`src/rtl/router_pkg.sv`:
```
// Shared definitions for the router: byte/address widths, destination codes and
// the control FSM state encoding used by router_reg and the FSM.
package router_pkg;

    localparam int ROUTER_DATA_W = 8;
    localparam int ROUTER_ADDR_W = 2;

    typedef enum logic [ROUTER_ADDR_W-1:0] {
        DEST_0 = 2'b00,
        DEST_1 = 2'b01,
        DEST_2 = 2'b10
    } dest_e;

    typedef enum logic [2:0] {
        DECODE_ADDRESS     = 3'd0,
        LOAD_FIRST_DATA    = 3'd1,
        LOAD_DATA          = 3'd2,
        LOAD_PARITY        = 3'd3,
        FIFO_FULL_STATE    = 3'd4,
        LOAD_AFTER_FULL    = 3'd5,
        WAIT_TILL_EMPTY    = 3'd6,
        CHECK_PARITY_ERROR = 3'd7
    } router_state_e;

endpackage

```
`src/rtl/router_parity_chk.sv`:
```
// Running packet parity, captured trailing parity byte and the sticky mismatch flag.
module router_parity_chk
    import router_pkg::*;
#(
    parameter int DATA_W = ROUTER_DATA_W
) (
    input  logic              clock,
    input  logic              reset,
    input  logic              detect_add,
    input  logic              lfd_state,
    input  logic              ld_state,
    input  logic              full_state,
    input  logic              pkt_valid,
    input  logic              parity_done,
    input  logic [DATA_W-1:0] hdr_byte,
    input  logic [DATA_W-1:0] data_in,
    output logic              err
);

    logic [DATA_W-1:0] int_parity;
    logic [DATA_W-1:0] pkt_parity;

    // The trailing parity byte (pkt_valid low) is captured but never folded in.
    always_ff @(posedge clock or posedge reset) begin
        if (reset) begin
            int_parity <= '0;
        end else if (detect_add) begin
            int_parity <= '0;
        end else if (lfd_state) begin
            int_parity <= int_parity ^ hdr_byte;
        end else if (ld_state && pkt_valid && !full_state) begin
            int_parity <= int_parity ^ data_in;
        end
    end

    always_ff @(posedge clock or posedge reset) begin
        if (reset) begin
            pkt_parity <= '0;
        end else if (detect_add) begin
            pkt_parity <= '0;
        end else if (ld_state && !pkt_valid) begin
            pkt_parity <= data_in;
        end
    end

    // Compared one clock after parity_done so both operands are settled.
    always_ff @(posedge clock or posedge reset) begin
        if (reset) begin
            err <= 1'b0;
        end else if (detect_add) begin
            err <= 1'b0;
        end else if (parity_done && (pkt_parity != int_parity)) begin
            err <= 1'b1;
        end
    end

endmodule

```
`src/rtl/router_reg.sv`:
```
// Router datapath register stage: header/payload capture, full-FIFO hold byte,
// parity tracking. Define ROUTER_REG_ERR_CNT_EN to add the saturating err_cnt output.
module router_reg
    import router_pkg::*;
#(
    parameter int DATA_W = ROUTER_DATA_W
) (
    input  logic              clock,
    input  logic              reset,
    input  logic              pkt_valid,
    input  logic [DATA_W-1:0] data_in,
    input  logic              fifo_full,
    input  logic              detect_add,
    input  logic              lfd_state,
    input  logic              ld_state,
    input  logic              laf_state,
    input  logic              full_state,
    input  logic              rst_int_reg,
    output logic              parity_done,
    output logic              low_pkt_valid,
    output logic              err,
`ifdef ROUTER_REG_ERR_CNT_EN
    output logic [7:0]        err_cnt,
`endif
    output logic [DATA_W-1:0] dout
);

    logic [DATA_W-1:0] hdr_byte;
    logic [DATA_W-1:0] hold_byte;

    // NOTE: sequential state uses non-blocking assignments so every register
    // samples pre-edge values regardless of block ordering.
    always_ff @(posedge clock or posedge reset) begin
        if (reset) begin
            hdr_byte <= '0;
        end else if (detect_add && pkt_valid) begin
            hdr_byte <= data_in;
        end
    end

    // A byte arriving while the FIFO is full is parked and replayed in LOAD_AFTER_FULL.
    always_ff @(posedge clock or posedge reset) begin
        if (reset) begin
            dout      <= '0;
            hold_byte <= '0;
        end else if (lfd_state) begin
            dout <= hdr_byte;
        end else if (ld_state && !fifo_full) begin
            dout <= data_in;
        end else if (ld_state && fifo_full) begin
            hold_byte <= data_in;
        end else if (laf_state) begin
            dout <= hold_byte;
        end
    end

    always_ff @(posedge clock or posedge reset) begin
        if (reset) begin
            low_pkt_valid <= 1'b0;
        end else if (rst_int_reg) begin
            low_pkt_valid <= 1'b0;
        end else if (ld_state && !pkt_valid) begin
            low_pkt_valid <= 1'b1;
        end
    end

    always_ff @(posedge clock or posedge reset) begin
        if (reset) begin
            parity_done <= 1'b0;
        end else if (detect_add) begin
            parity_done <= 1'b0;
        end else if ((ld_state && !fifo_full && !pkt_valid) ||
                     (laf_state && low_pkt_valid && !parity_done)) begin
            parity_done <= 1'b1;
        end
    end

    router_parity_chk #(
        .DATA_W (DATA_W)
    ) u_parity_chk (
        .clock       (clock),
        .reset       (reset),
        .detect_add  (detect_add),
        .lfd_state   (lfd_state),
        .ld_state    (ld_state),
        .full_state  (full_state),
        .pkt_valid   (pkt_valid),
        .parity_done (parity_done),
        .hdr_byte    (hdr_byte),
        .data_in     (data_in),
        .err         (err)
    );

`ifdef ROUTER_REG_ERR_CNT_EN
    logic err_q;

    // Counts rising edges of err, saturating instead of wrapping.
    always_ff @(posedge clock or posedge reset) begin
        if (reset) begin
            err_q   <= 1'b0;
            err_cnt <= '0;
        end else begin
            err_q <= err;
            if (err && !err_q && (err_cnt != 8'hFF)) begin
                err_cnt <= err_cnt + 8'd1;
            end
        end
    end
`endif

endmodule

```
`config.mk`:
```
export PLATFORM = sky130hd
export DESIGN_NAME = router_reg
export DESIGN_NICKNAME = d
export VERILOG_FILES = /design/src/rtl/router_pkg.sv /design/src/rtl/router_parity_chk.sv /design/src/rtl/router_reg.sv
export SDC_FILE = /design/constraint.sdc
export NUM_CORES = 1
export LEC_CHECK = 0
export CAP_MARGIN = 5
export CELL_PAD_IN_SITES_DETAIL_PLACEMENT = 1
export CELL_PAD_IN_SITES_GLOBAL_PLACEMENT = 1
export CORE_AREA = 4 4 78 80
export DETAILED_ROUTE_END_ITERATION = 12
export DIE_AREA = 0 0 82 84
export PLACE_DENSITY_LB_ADDON = 0.1
export SETUP_SLACK_MARGIN = 0.3
export SLEW_MARGIN = 20
export SYNTH_ARGS = -nofsm -noshare
export SYNTH_HDL_FRONTEND = slang
export SYNTH_HIERARCHICAL = 1
export SYNTH_SLANG_ARGS = --single-unit
```
`constraint.sdc`:
```
create_clock -name clock -period 1 [get_ports clock]
set_input_delay 0.3 -clock clock [delete_from_list [all_inputs] [get_ports clock]]
set_output_delay 0.3 -clock clock [all_outputs]
set_load 0.02 [all_outputs]
```
# ---- Yosys cells after proc, flatten, opt, wreduce, memory -nomap -nowiden
# Cells that the tools add are included.
dict set report totals {
  ff_bits 43
  wordCells 52
}
dict set report op_classes {
  eq_ne 2
  mux 15
  bitwise_logic 4
  reduce_logical 23
}
# cell n
set op_table {}
lappend op_table {{8-bit two-way mux} 9}
lappend op_table {{8-bit bitwise XOR} 2}
lappend op_table {{1-bit logical AND} 10}
lappend op_table {{8-bit != test} 1}
lappend op_table {{2-bit nonzero test} 4}
lappend op_table {{1-bit two-way mux} 6}
lappend op_table {{3-bit nonzero test} 2}
lappend op_table {{1-bit zero test} 4}
lappend op_table {{3-bit by 2-bit != test with 1-bit output, second input constant} 1}
lappend op_table {{3-bit AND reduction} 1}
lappend op_table {{1-bit inverter} 2}
lappend op_table {{2-bit AND reduction} 1}
lappend op_table {{1-bit logical OR} 1}

# ---- Depth between registers and ports, before layout
# Gate-level depths: netlist of run 1.
dict set report logic_depth {
  word_depth 6
  mapped_depth 5
  depth_no_buf 4
}

# ---- Hierarchy
# Netlist of run 1, hierarchy kept.
# module n_inst cells_per_inst area_per_inst_um2 seq_area_each_um2
set by_module_without_submodules {}
lappend by_module_without_submodules {router_reg 1 90 1138.6 650.6}
lappend by_module_without_submodules {router_parity_chk 1 87 915.9 425.4}

# ---- Worst setup path before layout of run 1
# Ideal clock, no wire load.
dict set report synth_path {
  kind {input to register}
  start {input lfd_state}
  end {register hold_byte[0]}
  setup_ns 0.125
  arrival_ns 0.999
  setup_slack_ns -0.124
  cell_stages 3
  n_path_buf 1
  cell_sequence {buf_6 nand3b_2 mux2_2}
}
dict set report synth_between {
  elab_chain_cells 2
}
# element line
set synth_rtl {}
lappend synth_rtl {{start, declared} router_reg.sv:14} ;# input logic lfd_state,
lappend synth_rtl {{1-bit inverter (no source line)} -}
lappend synth_rtl {{3-bit AND reduction (no source line)} -}
lappend synth_rtl {{end signal, assigned} router_reg.sv:51} ;# hold_byte <= data_in;
lappend synth_rtl {{end, declared} router_reg.sv:29} ;# logic [DATA_W-1:0] hold_byte;
# No other way between the ends.
# A chain may end at the register's enable or synchronous reset.

# ---- Worst setup path in the final report of run 1
dict set report layout_path {
  start {register low_pkt_valid}
  end {output low_pkt_valid}
}
# element line
set layout_rtl {}
lappend layout_rtl {{start, declared} router_reg.sv:20} ;# output logic low_pkt_valid,
lappend layout_rtl {{start signal, assigned} router_reg.sv:59} ;# low_pkt_valid <= 1'b0;
lappend layout_rtl {{start signal, assigned} router_reg.sv:61} ;# low_pkt_valid <= 1'b0;
lappend layout_rtl {{start signal, assigned} router_reg.sv:63} ;# low_pkt_valid <= 1'b1;
# No word-level cell between the ends.

==> results.txt, run 1 <==
crit path cell chain - buf_6
flop2flop setup slack - -0.15 ns
CTS Buffer Depth - 2
layout cells sized above 1 - 0.6067
Avg WL per Cell - 22.06 microns
clock share of power - 0.285
cell internal pwr - 4.079 mW
fmax - 0.8576 GHz
largest family of logic cells by synthesized area - multiplexers
critical path fanouts, max - 2
Worst VDD drop - 0.9758 mV
Worst EP arrival - 0.87 ns
static leakage - 1.624 nW
Post-synth top cells - dfrtp_1 (43), nor2_1 (18), mux2_2 (16), mux2i_1 (16), xnor2_1 (16)
Synth Area in Compound Gates - 0.08952
GR Overflow Total - 0
Mapped Cells - 177
CTS Buf Count - 5
PortBufs - 28
class of the most critical hold timing path - input port to flip-flop
row count - 27
Post-synth EDFFs - 0
post-synth top area cell - dfrtp_1
CTS Root Buffer Type - clkbuf_8
Gate power share - 0.323
Simple-Gate Fraction of Synth Area - 0.1230
area delta synth->final - 75.46%
Cell Area, Placed - 2825 sq um
CP max stage cell - dfrtp_2
most frequent cell after synthesis - dfrtp_1
share of Yosys cell area claimed by the top area cell type - 0.5238
Avg Inst Size Synth - 11.61 sq um
unrepaired setup endpoints after global routing - yes
Startpoint Class - flip-flop
initial antenna violation count - 0
Synth area leaders - dfrtp_1 (52%), mux2_2 (8.8%), mux2i_1 (7.8%)
ys flop type - dfrtp_1
Multi-input gate area - 1281 sq um
WS Path Type - flip-flop to output pin
Hold Crit Depth - 4
net total in the final layout - 284
Final ANT Viol Nets - 0
clk sinks - 43
PwrDens - 1573 nW/um^2
Reg-to-Reg End - parity_done
Critical Path Max Stage Delay - 0.43 ns
fin crit share - 1.166
Yosys cell types - 21
die height - 84 microns
Flop pwr share - 0.392
Worst Skew - 0.007181 ns
io pins - 29
HP Start - ld_state
Finished Cell Area - 3605 sq um
Final Hold Fails - 0
ANT cells - 0
# Max-Cap Violations - 0
Clk pin slew, worst setup/hold paths - 0.08 ns
Hold EP - low_pkt_valid
final WL - 7477 microns
post-DP HPWL - 4048 microns
TritonRoute pass-1 iters - 4
largest net degree at the start of global routing - 27
Routability Congestion - 0.7376
synth warn - 6
Starting Density - 0.3801
post-synthesis sequential area ratio - 0.5238
FFs w/ async S/R, synth - 1.000
Die ar. - 6888 sq um
slew margin rel. - 0.8091
DR vias/cell - 5.209
max-slew violation count - 0
CP bufs+invs - 1
mapped cell area - 2054 sq um
stages on the worst setup path - 1
htree depth - 2
WHS - 0.3708 ns
Worst Max-Slew Pin Slew - 0.2833 ns
Yosys reg bits - 43
CP required - 0.70 ns
# hold bufs at CTS - 0
Filler Cell Count - 519
post-synthesis mux area share - 0.1657
first-pass GRT wire length - 11030 microns
Final Critical Period - 1.166 ns
status - complete, but fails checks
die width - 82 microns
Sw Share - 0.2807
Crit path max-delay family - flip-flops
core area - 5405 sq um
Sequential Area - 1086 sq um
worst r2r path cells - 4
total number of vias - 1766
CP Capture Type - output pin
XOR/XNOR Fraction of Synth Area - 0.06821
Net Sw Power - 1.592 mW
Worst R2R Start - low_pkt_valid
CTS tree - yes
Post-Syn Nets - 195
DRC - 0
global-route usage over all layers - 0.2172
worst setup margin - -0.1660 ns
failing checks - negative setup slack
number of global-route vias before repair - 1993
final setup fails - 25
Synth Area in Adders - 0
Iter 0 DRT Violations - 58
Clock Latency Late Sink - 0.30 ns
## logic make-up (layout without fill, tap and decap cells)
family                    after synthesis  after routing
AOI/OAI and AO/OA                      28             28
buffers and inverters                  11            101
DFF                                    43             43
muxes                                  32             32
and+or+nand+nor                        47             47
xor gates and xnor gates               16             16
## routing by layer
layer,GRT usage,wire length (microns)
met5,0,0
met1,0.2478,2932
met3,0.04320,201
met2,0.3975,4114
met4,0.06193,229
## cell type report
cell class,instances,share of cell area
flip-flops and latches,43,0.3013
repair buffers,89,0.2763
well taps,72,0.02499
clock inverters,2,0.01666
inverters,4,0.005207
multi-input cells,123,0.3554
clock buffers,6,0.02013
## cells in the final DEF (no fill, tap or decap), drive strengths merged
cell type / Yosys / layout
a221oi: 1 / 1
nor2: 19 / 19
nand3b: 2 / 2
mux2i: 16 / 16
clkdlybuf4s15: 0 / 3
clkinvlp: 0 / 1
bufinv: 0 / 2
clkbuf: 0 / 6
dlygate4sd2: 0 / 6
a221o: 8 / 8
nand4: 2 / 2
o21ai: 10 / 10
nor3: 1 / 1
a21oi: 9 / 9
xnor2: 16 / 16
buf: 7 / 77
mux2: 16 / 16
nor2b: 4 / 4
clkdlybuf4s50: 0 / 2
and2b: 1 / 1
nand2b: 9 / 9
dfrtp: 43 / 43
inv: 4 / 3
bufbuf: 0 / 1
nand2: 9 / 9
## stage by stage
step,instances,TNS (ns),total power [mW],worst slack [ns],util
2_1_floorplan,177,-1.222,2.855,-0.09976,-
3_3_place_gp,308,-31.82,3.392,-0.7885,0.5227
3_5_place_dp,308,-34.02,3.460,-0.9042,0.5227
4_1_cts,333,-2.157,5.408,-0.1574,0.6287
5_1_grt,339,-3.282,5.912,-0.1983,0.6669
6_report,339,-2.358,5.672,-0.1660,0.6669
## flip-flops by register name, summed over array words and instances (netlist names)
name,flops
parity_done,1
hdr_byte,8
u_parity_chk/int_parity,8
u_parity_chk/err,1
hold_byte,8
low_pkt_valid,1
u_parity_chk/pkt_parity,8
dout,8
## power by group through the flow
stage	combinational (mW)	sequential, mW	clock (mW)
2_1_floorplan	0.624	2.23	0
3_3_place_gp	1.23	2.17	0
3_5_place_dp	1.27	2.19	0
4_1_cts	1.59	2.17	1.64
5_1_grt	1.93	2.26	1.72
6_report	1.83	2.22	1.62
## repair_timing
action	CTS	global route
cloned	2	0
hold endpoints to repair	0	0
pin swaps	23	13
endpoints found under the setup margin	54	54
setup buffers	15	6
resized for setup	169	36
## worst max path at each step
| stage | end | slack, ns | startpoint |
|---|---|---|---|
| after floorplan | dout[0] | -0.1 | laf_state |
| after global placement | dout[0] | -0.79 | ld_state |
| after detailed placement | dout[7] | -0.90 | ld_state |
| after CTS | parity_done | -0.16 | parity_done |
| after global routing | parity_done | -0.20 | parity_done |
| final | low_pkt_valid | -0.17 | low_pkt_valid |
Power figures use the tool's default switching activity.
==> inputs of run 2 (changes only) <==
- CTS_CLUSTER_SIZE: default -> 25
==> results of run 2 <==
Same layout as run 1: the final DEF is identical, and so are final timing and power.
==> inputs of run 3 (changes only) <==
- HOLD_SLACK_MARGIN: default -> 0.12
==> results of run 3 <==
Same layout as run 1: the final DEF is identical, and so are final timing and power.
